===== src/rtl/control_sequencer_if.sv =====
// Control bundle between the control sequencer (master) and the Mini SRC datapath (slave).
// Signal names match the datapath's existing control inputs.
interface control_sequencer_if #(
  parameter int T_WIDTH = 4
);
  logic               run;
  logic               mem_rdy;
  logic [31:0]        ir;
  logic [4:0]         BusDataSelect;
  logic [3:0]         GP_addr;
  logic               e_PC, e_IR, e_Y, e_Z, e_HI, e_LO, e_MDR, e_MAR, e_GP;
  logic               incPC;
  logic               MDR_read;
  logic [3:0]         ALU_op;
  logic [T_WIDTH-1:0] state;
  logic               halted;
  logic               illegal;

  modport master (
    input  run, mem_rdy, ir,
    output BusDataSelect, GP_addr, e_PC, e_IR, e_Y, e_Z, e_HI, e_LO, e_MDR, e_MAR, e_GP,
           incPC, MDR_read, ALU_op, state, halted, illegal
  );

  modport slave (
    output run, mem_rdy, ir,
    input  BusDataSelect, GP_addr, e_PC, e_IR, e_Y, e_Z, e_HI, e_LO, e_MDR, e_MAR, e_GP,
           incPC, MDR_read, ALU_op, state, halted, illegal
  );
endinterface


===== src/rtl/control_sequencer.sv =====
// Hardwired Moore control unit: fetch (T0-T2) then 3-register ALU execute (T3-T5[,T6]).
// Optional feature: define MULDIV_EN to decode mul/div (T5 writes LO, T6 writes HI).
module control_sequencer #(
  parameter int T_WIDTH  = 4,
  parameter bit MEM_WAIT = 1'b1
) (
  input  logic                clock,
  input  logic                clear,
  control_sequencer_if.master ctl
);

  typedef enum logic [T_WIDTH-1:0] {
    T0   = T_WIDTH'(0),
    T1   = T_WIDTH'(1),
    T2   = T_WIDTH'(2),
    T3   = T_WIDTH'(3),
    T4   = T_WIDTH'(4),
    T5   = T_WIDTH'(5),
    T6   = T_WIDTH'(6),
    HALT = T_WIDTH'(7)
  } state_t;

  localparam logic [4:0] BUS_HI    = 5'b10000;
  localparam logic [4:0] BUS_ZHIGH = 5'b10010;
  localparam logic [4:0] BUS_ZLOW  = 5'b10011;
  localparam logic [4:0] BUS_PC    = 5'b10100;
  localparam logic [4:0] BUS_MDR   = 5'b10101;
  localparam logic [4:0] OP_MUL    = 5'b01111;
  localparam logic [4:0] OP_DIV    = 5'b10000;
  localparam logic [4:0] OP_HALT   = 5'b11010;

  state_t     state_q;
  logic       pc_done;
  logic [4:0] op;
  logic [3:0] ra, rb, rc;
  logic       alu_ok;
  logic [3:0] alu_sel;
  logic       is_muldiv;
  logic       unused_ir;

  // Returns {supported, ALU_op} for an opcode.
  function automatic logic [4:0] alu_decode(input logic [4:0] opc);
    logic [4:0] res;
    res = 5'b0_0000;
    case (opc)
      5'b00000: res = 5'b1_0000;
      5'b00001: res = 5'b1_0001;
      5'b00010: res = 5'b1_0010;
      5'b00011: res = 5'b1_0011;
      5'b00100: res = 5'b1_1010;
      5'b00101: res = 5'b1_1100;
      5'b00110: res = 5'b1_1011;
      5'b00111: res = 5'b1_1000;
      5'b01000: res = 5'b1_1001;
`ifdef MULDIV_EN
      OP_MUL:   res = 5'b1_0110;
      OP_DIV:   res = 5'b1_0111;
`endif
      default:  res = 5'b0_0000;
    endcase
    return res;
  endfunction

  assign op               = ctl.ir[31:27];
  assign ra               = ctl.ir[26:23];
  assign rb               = ctl.ir[22:19];
  assign rc               = ctl.ir[18:15];
  assign {alu_ok, alu_sel} = alu_decode(op);
  assign unused_ir        = ^ctl.ir[14:0];
`ifdef MULDIV_EN
  assign is_muldiv = (op == OP_MUL) || (op == OP_DIV);
`else
  assign is_muldiv = 1'b0;
`endif

  // NOTE: sequential state uses non-blocking assignments so every register samples
  // pre-edge values; blocking here would create order-dependent simulation results.
  always_ff @(posedge clock) begin
    if (clear) begin
      state_q <= T0;
      pc_done <= 1'b0;
    end else begin
      // pc_done marks every T1 cycle after the first, so PC loads once per fetch.
      pc_done <= (state_q == T1);
      case (state_q)
        T0:      if (ctl.run) state_q <= T1;
        T1:      if (!MEM_WAIT || ctl.mem_rdy) state_q <= T2;
        T2:      state_q <= T3;
        T3: begin
          if (op == OP_HALT)  state_q <= HALT;
          else if (alu_ok)    state_q <= T4;
          else                state_q <= T0;
        end
        T4:      state_q <= T5;
        T5:      state_q <= is_muldiv ? T6 : T0;
`ifdef MULDIV_EN
        T6:      state_q <= T0;
`endif
        HALT:    state_q <= HALT;
        default: state_q <= T0;
      endcase
    end
  end

  // NOTE: every output gets a default before the case so no path leaves it unassigned,
  // which would otherwise infer a latch.
  always_comb begin
    ctl.BusDataSelect = BUS_PC;
    ctl.GP_addr       = 4'd0;
    ctl.ALU_op        = 4'b0000;
    ctl.e_PC  = 1'b0; ctl.e_IR  = 1'b0; ctl.e_Y   = 1'b0;
    ctl.e_Z   = 1'b0; ctl.e_HI  = 1'b0; ctl.e_LO  = 1'b0;
    ctl.e_MDR = 1'b0; ctl.e_MAR = 1'b0; ctl.e_GP  = 1'b0;
    ctl.incPC    = 1'b0;
    ctl.MDR_read = 1'b0;
    ctl.illegal  = 1'b0;
    case (state_q)
      T0: begin
        ctl.e_MAR = ctl.run;
        ctl.incPC = ctl.run;
        ctl.e_Z   = ctl.run;
      end
      T1: begin
        ctl.BusDataSelect = BUS_ZLOW;
        ctl.e_PC          = !pc_done;
        ctl.MDR_read      = 1'b1;
        ctl.e_MDR         = 1'b1;
      end
      T2: begin
        ctl.BusDataSelect = BUS_MDR;
        ctl.e_IR          = 1'b1;
      end
      T3: begin
        ctl.BusDataSelect = {1'b0, rb};
        ctl.GP_addr       = rb;
        ctl.e_Y           = 1'b1;
        ctl.illegal       = (op != OP_HALT) && !alu_ok;
      end
      T4: begin
        ctl.BusDataSelect = {1'b0, rc};
        ctl.GP_addr       = rc;
        ctl.ALU_op        = alu_sel;
        ctl.e_Z           = 1'b1;
      end
      T5: begin
        ctl.BusDataSelect = BUS_ZLOW;
        ctl.GP_addr       = ra;
        ctl.e_GP          = !is_muldiv;
        ctl.e_LO          = is_muldiv;
      end
`ifdef MULDIV_EN
      T6: begin
        ctl.BusDataSelect = BUS_ZHIGH;
        ctl.e_HI          = 1'b1;
      end
`endif
      default: ctl.BusDataSelect = BUS_PC;
    endcase
  end

  assign ctl.state  = state_q;
  assign ctl.halted = (state_q == HALT);

endmodule


===== src/flat_wrapper.sv =====
// flat-port wrapper written by rule: the top's interface ports become plain ports
module control_sequencer_flat 
#(
  parameter int T_WIDTH  = 4,
  parameter bit MEM_WAIT = 1'b1
)
  (clock, clear, ctl_run, ctl_mem_rdy, ctl_ir, ctl_BusDataSelect, ctl_GP_addr, ctl_e_PC, ctl_e_IR, ctl_e_Y, ctl_e_Z, ctl_e_HI, ctl_e_LO, ctl_e_MDR, ctl_e_MAR, ctl_e_GP, ctl_incPC, ctl_MDR_read, ctl_ALU_op, ctl_state, ctl_halted, ctl_illegal);
  control_sequencer_if #(.T_WIDTH(T_WIDTH)) ctl_i ();
  input  logic clock;
  input  logic clear;
  input wire logic [$bits(ctl_i.run)-1:0] ctl_run;
  input wire logic [$bits(ctl_i.mem_rdy)-1:0] ctl_mem_rdy;
  input wire logic [$bits(ctl_i.ir)-1:0] ctl_ir;
  output wire logic [$bits(ctl_i.BusDataSelect)-1:0] ctl_BusDataSelect;
  output wire logic [$bits(ctl_i.GP_addr)-1:0] ctl_GP_addr;
  output wire logic [$bits(ctl_i.e_PC)-1:0] ctl_e_PC;
  output wire logic [$bits(ctl_i.e_IR)-1:0] ctl_e_IR;
  output wire logic [$bits(ctl_i.e_Y)-1:0] ctl_e_Y;
  output wire logic [$bits(ctl_i.e_Z)-1:0] ctl_e_Z;
  output wire logic [$bits(ctl_i.e_HI)-1:0] ctl_e_HI;
  output wire logic [$bits(ctl_i.e_LO)-1:0] ctl_e_LO;
  output wire logic [$bits(ctl_i.e_MDR)-1:0] ctl_e_MDR;
  output wire logic [$bits(ctl_i.e_MAR)-1:0] ctl_e_MAR;
  output wire logic [$bits(ctl_i.e_GP)-1:0] ctl_e_GP;
  output wire logic [$bits(ctl_i.incPC)-1:0] ctl_incPC;
  output wire logic [$bits(ctl_i.MDR_read)-1:0] ctl_MDR_read;
  output wire logic [$bits(ctl_i.ALU_op)-1:0] ctl_ALU_op;
  output wire logic [$bits(ctl_i.state)-1:0] ctl_state;
  output wire logic [$bits(ctl_i.halted)-1:0] ctl_halted;
  output wire logic [$bits(ctl_i.illegal)-1:0] ctl_illegal;
  assign ctl_i.run = ctl_run;
  assign ctl_i.mem_rdy = ctl_mem_rdy;
  assign ctl_i.ir = ctl_ir;
  assign ctl_BusDataSelect = ctl_i.BusDataSelect;
  assign ctl_GP_addr = ctl_i.GP_addr;
  assign ctl_e_PC = ctl_i.e_PC;
  assign ctl_e_IR = ctl_i.e_IR;
  assign ctl_e_Y = ctl_i.e_Y;
  assign ctl_e_Z = ctl_i.e_Z;
  assign ctl_e_HI = ctl_i.e_HI;
  assign ctl_e_LO = ctl_i.e_LO;
  assign ctl_e_MDR = ctl_i.e_MDR;
  assign ctl_e_MAR = ctl_i.e_MAR;
  assign ctl_e_GP = ctl_i.e_GP;
  assign ctl_incPC = ctl_i.incPC;
  assign ctl_MDR_read = ctl_i.MDR_read;
  assign ctl_ALU_op = ctl_i.ALU_op;
  assign ctl_state = ctl_i.state;
  assign ctl_halted = ctl_i.halted;
  assign ctl_illegal = ctl_i.illegal;
  control_sequencer #(.T_WIDTH(T_WIDTH), .MEM_WAIT(MEM_WAIT)) u_core (.clock(clock), .clear(clear), .ctl(ctl_i));
endmodule

===== config.mk =====
export PLATFORM = sky130hd
export DESIGN_NAME = control_sequencer_flat
export DESIGN_NICKNAME = d
export VERILOG_FILES = /design/src/rtl/control_sequencer_if.sv /design/src/rtl/control_sequencer.sv /design/src/flat_wrapper.sv
export SDC_FILE = /design/constraint.sdc
export NUM_CORES = 1
export LEC_CHECK = 0
export CORE_ASPECT_RATIO = 0.7
export CORE_MARGIN = 8
export CORE_UTILIZATION = 27
export CTS_CLUSTER_DIAMETER = 200
export DETAILED_ROUTE_END_ITERATION = 7
export GPL_ROUTABILITY_DRIVEN = 0
export MAX_ROUTING_LAYER = met4
export PLACE_DENSITY_LB_ADDON = 0.05
export SLEW_MARGIN = 40
export SYNTH_ARGS = -nofsm -noshare
export SYNTH_HDL_FRONTEND = slang
export SYNTH_SLANG_ARGS = --single-unit

===== constraint.sdc =====
create_clock -name clock -period 1.4 [get_ports clock]
set_input_delay 0.21 -clock clock [delete_from_list [all_inputs] [get_ports clock]]
set_output_delay 0.21 -clock clock [all_outputs]
set_load 0.02 [all_outputs]

Word level (Yosys, flattened, before mapping)
Memory sizes are Yosys's and may differ from the RTL's.
Cells that the tools add are included.
{"block": "totals", "memories": 1, "ff_bits": 5, "latch_bits": 0, "elab_cells": 36, "input_bits": 36, "mem_bits_ro": 80, "ramBits": 0, "output_inout_bits": 30}
{"block": "op_classes", "eq_ne": 10, "n_bitwise": 0, "shift": 0, "add_sub_neg": 0, "n_reduce_logical": 6, "mux": 17, "div_mod_pow": 0, "n_mul": 0, "n_lt_le_gt_ge": 0}
{"memory": "(no name shown)", "depth": 16, "word_bits": 5, "read_ports": 1, "rd_clocked_by_memory_dff": 0, "wr": 0, "line": "control_sequencer.sv:45", "text": "case (opc)"}
{"operator": "4-bit one-hot mux with 6 select lines", "count": 1}
{"operator": "5-bit one-hot mux with 4 select lines", "count": 1}
{"operator": "4-bit 2-to-1 mux", "count": 4}
{"operator": "4-bit by 3-bit == test with 1-bit output, second input constant", "count": 3}
{"operator": "4-bit one-hot mux with 3 select lines", "count": 1}
{"operator": "4-bit by 2-bit == test with 1-bit output, second input constant", "count": 2}
{"operator": "1-bit 2-to-1 mux", "count": 7}
{"operator": "5-bit == test, second input constant", "count": 1}
{"operator": "5-bit 2-to-1 mux", "count": 1}
{"operator": "5-bit != test, second input constant", "count": 1}
{"operator": "4-bit by 1-bit == test with 1-bit output, second input constant", "count": 1}
{"operator": "4-bit logical NOT", "count": 1}
{"operator": "2-bit != test, second input constant", "count": 2}
{"operator": "3-bit 2-to-1 mux", "count": 1}
{"operator": "1-bit logical NOT", "count": 2}
{"operator": "1-bit one-hot mux with 2 select lines", "count": 1}
{"operator": "2-bit AND reduction", "count": 1}
{"operator": "2-bit OR reduction", "count": 1}
{"operator": "1-bit logical AND", "count": 1}

Depth between registers and ports, before layout
An unclocked memory read counts as a cell.
{"block": "logic_depth", "ltp_word": 5, "depth_mapped": 5}

Worst setup path before layout
OpenSTA, ideal clock, no wires.
{"block": "synth_timing", "path_type": "reg-to-output", "startpoint": "register u_core.state_q[0] (netlist: u_core.ctl.state[0])", "endpoint": "output ctl_incPC", "n_path_buf": 3, "setup_slack_ns": -0.655, "stages_incl_launch_ff": 5, "t_arrival_ns": 1.845, "cell_sequence": "dfxtp_1 buf_4 buf_2 nor4b_1 buf_4"}
{"block": "synth_between", "elab_chain_cells": 2}
{"item": "start: declaration", "line": "control_sequencer.sv:32", "text": "state_t state_q;"}
{"item": "start signal: assignment", "line": "control_sequencer.sv:95", "text": "T5: state_q <= is_muldiv ? T6 : T0;"}
{"item": "4-bit logical NOT"}
{"item": "1-bit 2-to-1 mux"}
{"item": "end: declaration", "line": "flat_wrapper.sv:25", "text": "output wire logic [$bits(ctl_i.incPC)-1:0] ctl_incPC;"}
No other way between the ends.

Final worst setup path
{"block": "layout_timing", "startpoint": "register u_core.state_q[1] (netlist: u_core.ctl.state[1])", "endpoint": "output ctl_ALU_op[3]"}
{"block": "layout_between", "elab_chain_cells": 2}
{"item": "4-bit by 3-bit == test with 1-bit output", "line": "control_sequencer.sv:117", "text": "case (state_q)"}
{"item": "4-bit 2-to-1 mux", "line": "control_sequencer.sv:117"}
{"item": "end: declaration", "line": "flat_wrapper.sv:27", "text": "output wire logic [$bits(ctl_i.ALU_op)-1:0] ctl_ALU_op;"}
No other way between the ends.

==> reports/results.ini <==
[global_route]
grt_first_pass_wirelength_mm=4.264
overflow=0
busiest_layer=met2
met1_usage_pct=16.02
grt_use_met3_pct=4.496
grt_util_met2_pct=21.05
grt_usage_pct=13.12
grt_max_degree=18
antenna_found_initial=0
grt_pass1_vias=914

[outcome]
status=finished with violations
failed_checks=negative setup slack

[route]
vias_per_cell=4.717
dr.first_iter.drc_count=42
avgRoutedWirePerCell_um=14.20
drc_errors=0
finalWirelength_mm=2.712
first_pass_iters=4
vias=901
ant_nets=0

[synthesis]
synth_top_cell_by_area=dfxtp_1
synth.distinct_cells=32
yosysTopAreaCellShare_pct=13.39
syn-cell-area_um2=598.1
seq_area_frac_synth_pct=13.39
ys_seq_elements=4
syn_area_per_cell_um2=6.796
netlist_instances=88
yosysWarnings=0
synth.area.top_cells=dfxtp_1 (13%), a21oi_1 (8.4%), nor2_1 (8.2%)

[cts]
cts_root_buf=clkbuf_4
cts.sinks=4
cts_tree=built
hold_buffers=0
cts_buffers=3
htree_levels=1
clk_pin_slew_ns=0.04
cts_buffer_depth=2
insertion_delay_ns=0.24

[setup_path]
cp_top_family=simple AND/OR/NAND/NOR gates
setup.worst_path.end_class=output pin
r2r_cells=6
reg2reg_slack_ns=0.13
crit_path_top_delay_cell=or3_4
r2r-end=u_core.ctl.state[0]
cp-start-kind=flop
path_buf_inv=2
reg2reg_from=u_core.ctl.state[2]
cp_cell_sequence=nand2b_4, or3_4, buf_6, a21oi_4, buf_6
slowest_delay_ns=0.36
cp_max_fo=3
crit_top_cell=buf_6
cp.required_ns=1.19
path_class=reg2out
worstPathArrival_ns=1.43

[final_layout]
antenna_cells=0
final_area_um2=1490
area_growth_pct=149.2
layout_commonest_cell=buf_4
layout-drive-gt1-share_pct=58.49
nNetsFinal=197
final_cell_mix=buf_4 (39), clkdlybuf4s50_1 (15), buf_6 (11)

[min_path]
min_path_cells=5
hold_path_class=in2reg
min-delay-start=ctl_ir[31]
whs_endpoint=u_core.ctl.state[2]

[floorplan]
dieHeight_um=55.38
dieArea_um2=4001
rows=14
die_x_um=72.26
coreArea_um2=2120
initial_core_util_pct=28.22
pin_count=66

[sta]
min_period_over_period_pct=117.2
hold_viol=0
clock_skew_ns=0.0007938
finalSetupViolCount=18
setup_tns_ns=-1.985
fin_ws_ns=-0.2413
drv_slew=0
fin_crit_ns=1.641
max_freq_ghz=0.6093
grt_setup_unrepaired=true

[power]
irDropWorstVdd_mv=0.2432
power.density_nw_per_um2=510.6
total_power_uw=760.9
leakage_nw=0.6797

[run]
cap_violations=0

[place]
portBuffers=47
dp_hpwl_mm=2.086
place_ws_ns=-0.7872
postPlaceCellArea_um2=1269

==> layer usage <==
metal | up-vias | wire [um]
li1 | 454 | -
met5 | - | 0
met1 | 411 | 1281
met2 | 34 | 1247
met3 | 2 | 171
met4 | 0 | 12
==> per-stage QoR <==
stage          utilization [%]  instances  hold WS [ns]
3_5_place_dp             59.86        179        0.7493
3_3_place_gp             59.86        179        0.7193
4_1_cts                  62.10        184        0.5982
5_1_grt                  70.31        191        0.4612
2_1_floorplan                -         90        0.2750
6_report                 70.31        191        0.4438
==> cell usage after synthesis <==
cell type,count
or3b_1,1
nor2_1,13
nor3_1,6
nand3b_1,3
a21oi_1,10
nand2b_1,3
and3_1,1
o21ai_0,5
buf_2,4
o22ai_1,1
a22o_1,1
nand3_1,1
nand2_1,4
clkbuf_1,1
buf_4,6
inv_1,4
mux2i_1,4
nor4_4,1
o32ai_1,2
nand2b_4,1
a21o_1,1
nor4b_1,1
a41o_1,1
or3_4,1
o21bai_1,1
dfxtp_1,4
or3_1,1
conb_1,1
buf_6,1
a211oi_1,2
o22a_1,1
a31oi_1,1
==> cell families after synthesis <==
group           count (synthesis)  share of synthesized area (%)
compound gates                 26                          27.20
flops                           4                          13.39
simple gates                   37                          36.19
other cells                     1                         0.6270
buf+inv                        16                          15.90
mux                             4                          6.695
==> report_power, final <==
part / switching [mW] / internal [mW]
Clock: 0.0525 / 0.0963
Sequential: 0.0119 / 0.121
Combinational: 0.230 / 0.249
==> how the worst max path moves through the flow <==
stage                                    from             to  cells past startpoint
after floorplan           u_core.ctl.state[1]  ctl_ALU_op[2]                      4
after global placement             ctl_ir[30]  ctl_ALU_op[0]                      6
after detailed placement           ctl_ir[31]  ctl_ALU_op[2]                      4
after CTS                 u_core.ctl.state[1]  ctl_ALU_op[3]                      5
after global routing      u_core.ctl.state[1]  ctl_ALU_op[3]                      5
final                     u_core.ctl.state[1]  ctl_ALU_op[3]                      5
==> layout make-up <==
cell class / count / area [um^2]
Timing Repair Buffer: 78 / 714.4
Tap cell: 32 / 40.04
Multi-Input combinational cell: 70 / 604.3
Fill cell: 181 / 629.4
Sequential cell: 4 / 88.84
Inverter: 4 / 20.02
Clock buffer: 3 / 22.52
==> worst register-to-register path, delay by kind of cell (launching register included) <==
family          cells  cell delay, ns
buf+inv             2            0.28
simple gates        2            0.23
compound gates      2            0.32
flops               1            0.35
==> registers in the layout, indices dropped and copies added, names as in the netlist <==
name and flops:
u_core.pc_done 1, u_core.ctl.state 3
==> what timing repair did <==
item / CTS / global route
pin swaps: 4 / 5
buffers inserted: 2 / 8
endpoints found under the setup margin: 28 / 24
gates resized for setup: 149 / 36
Note: power is estimated with default switching activity, not from simulation.
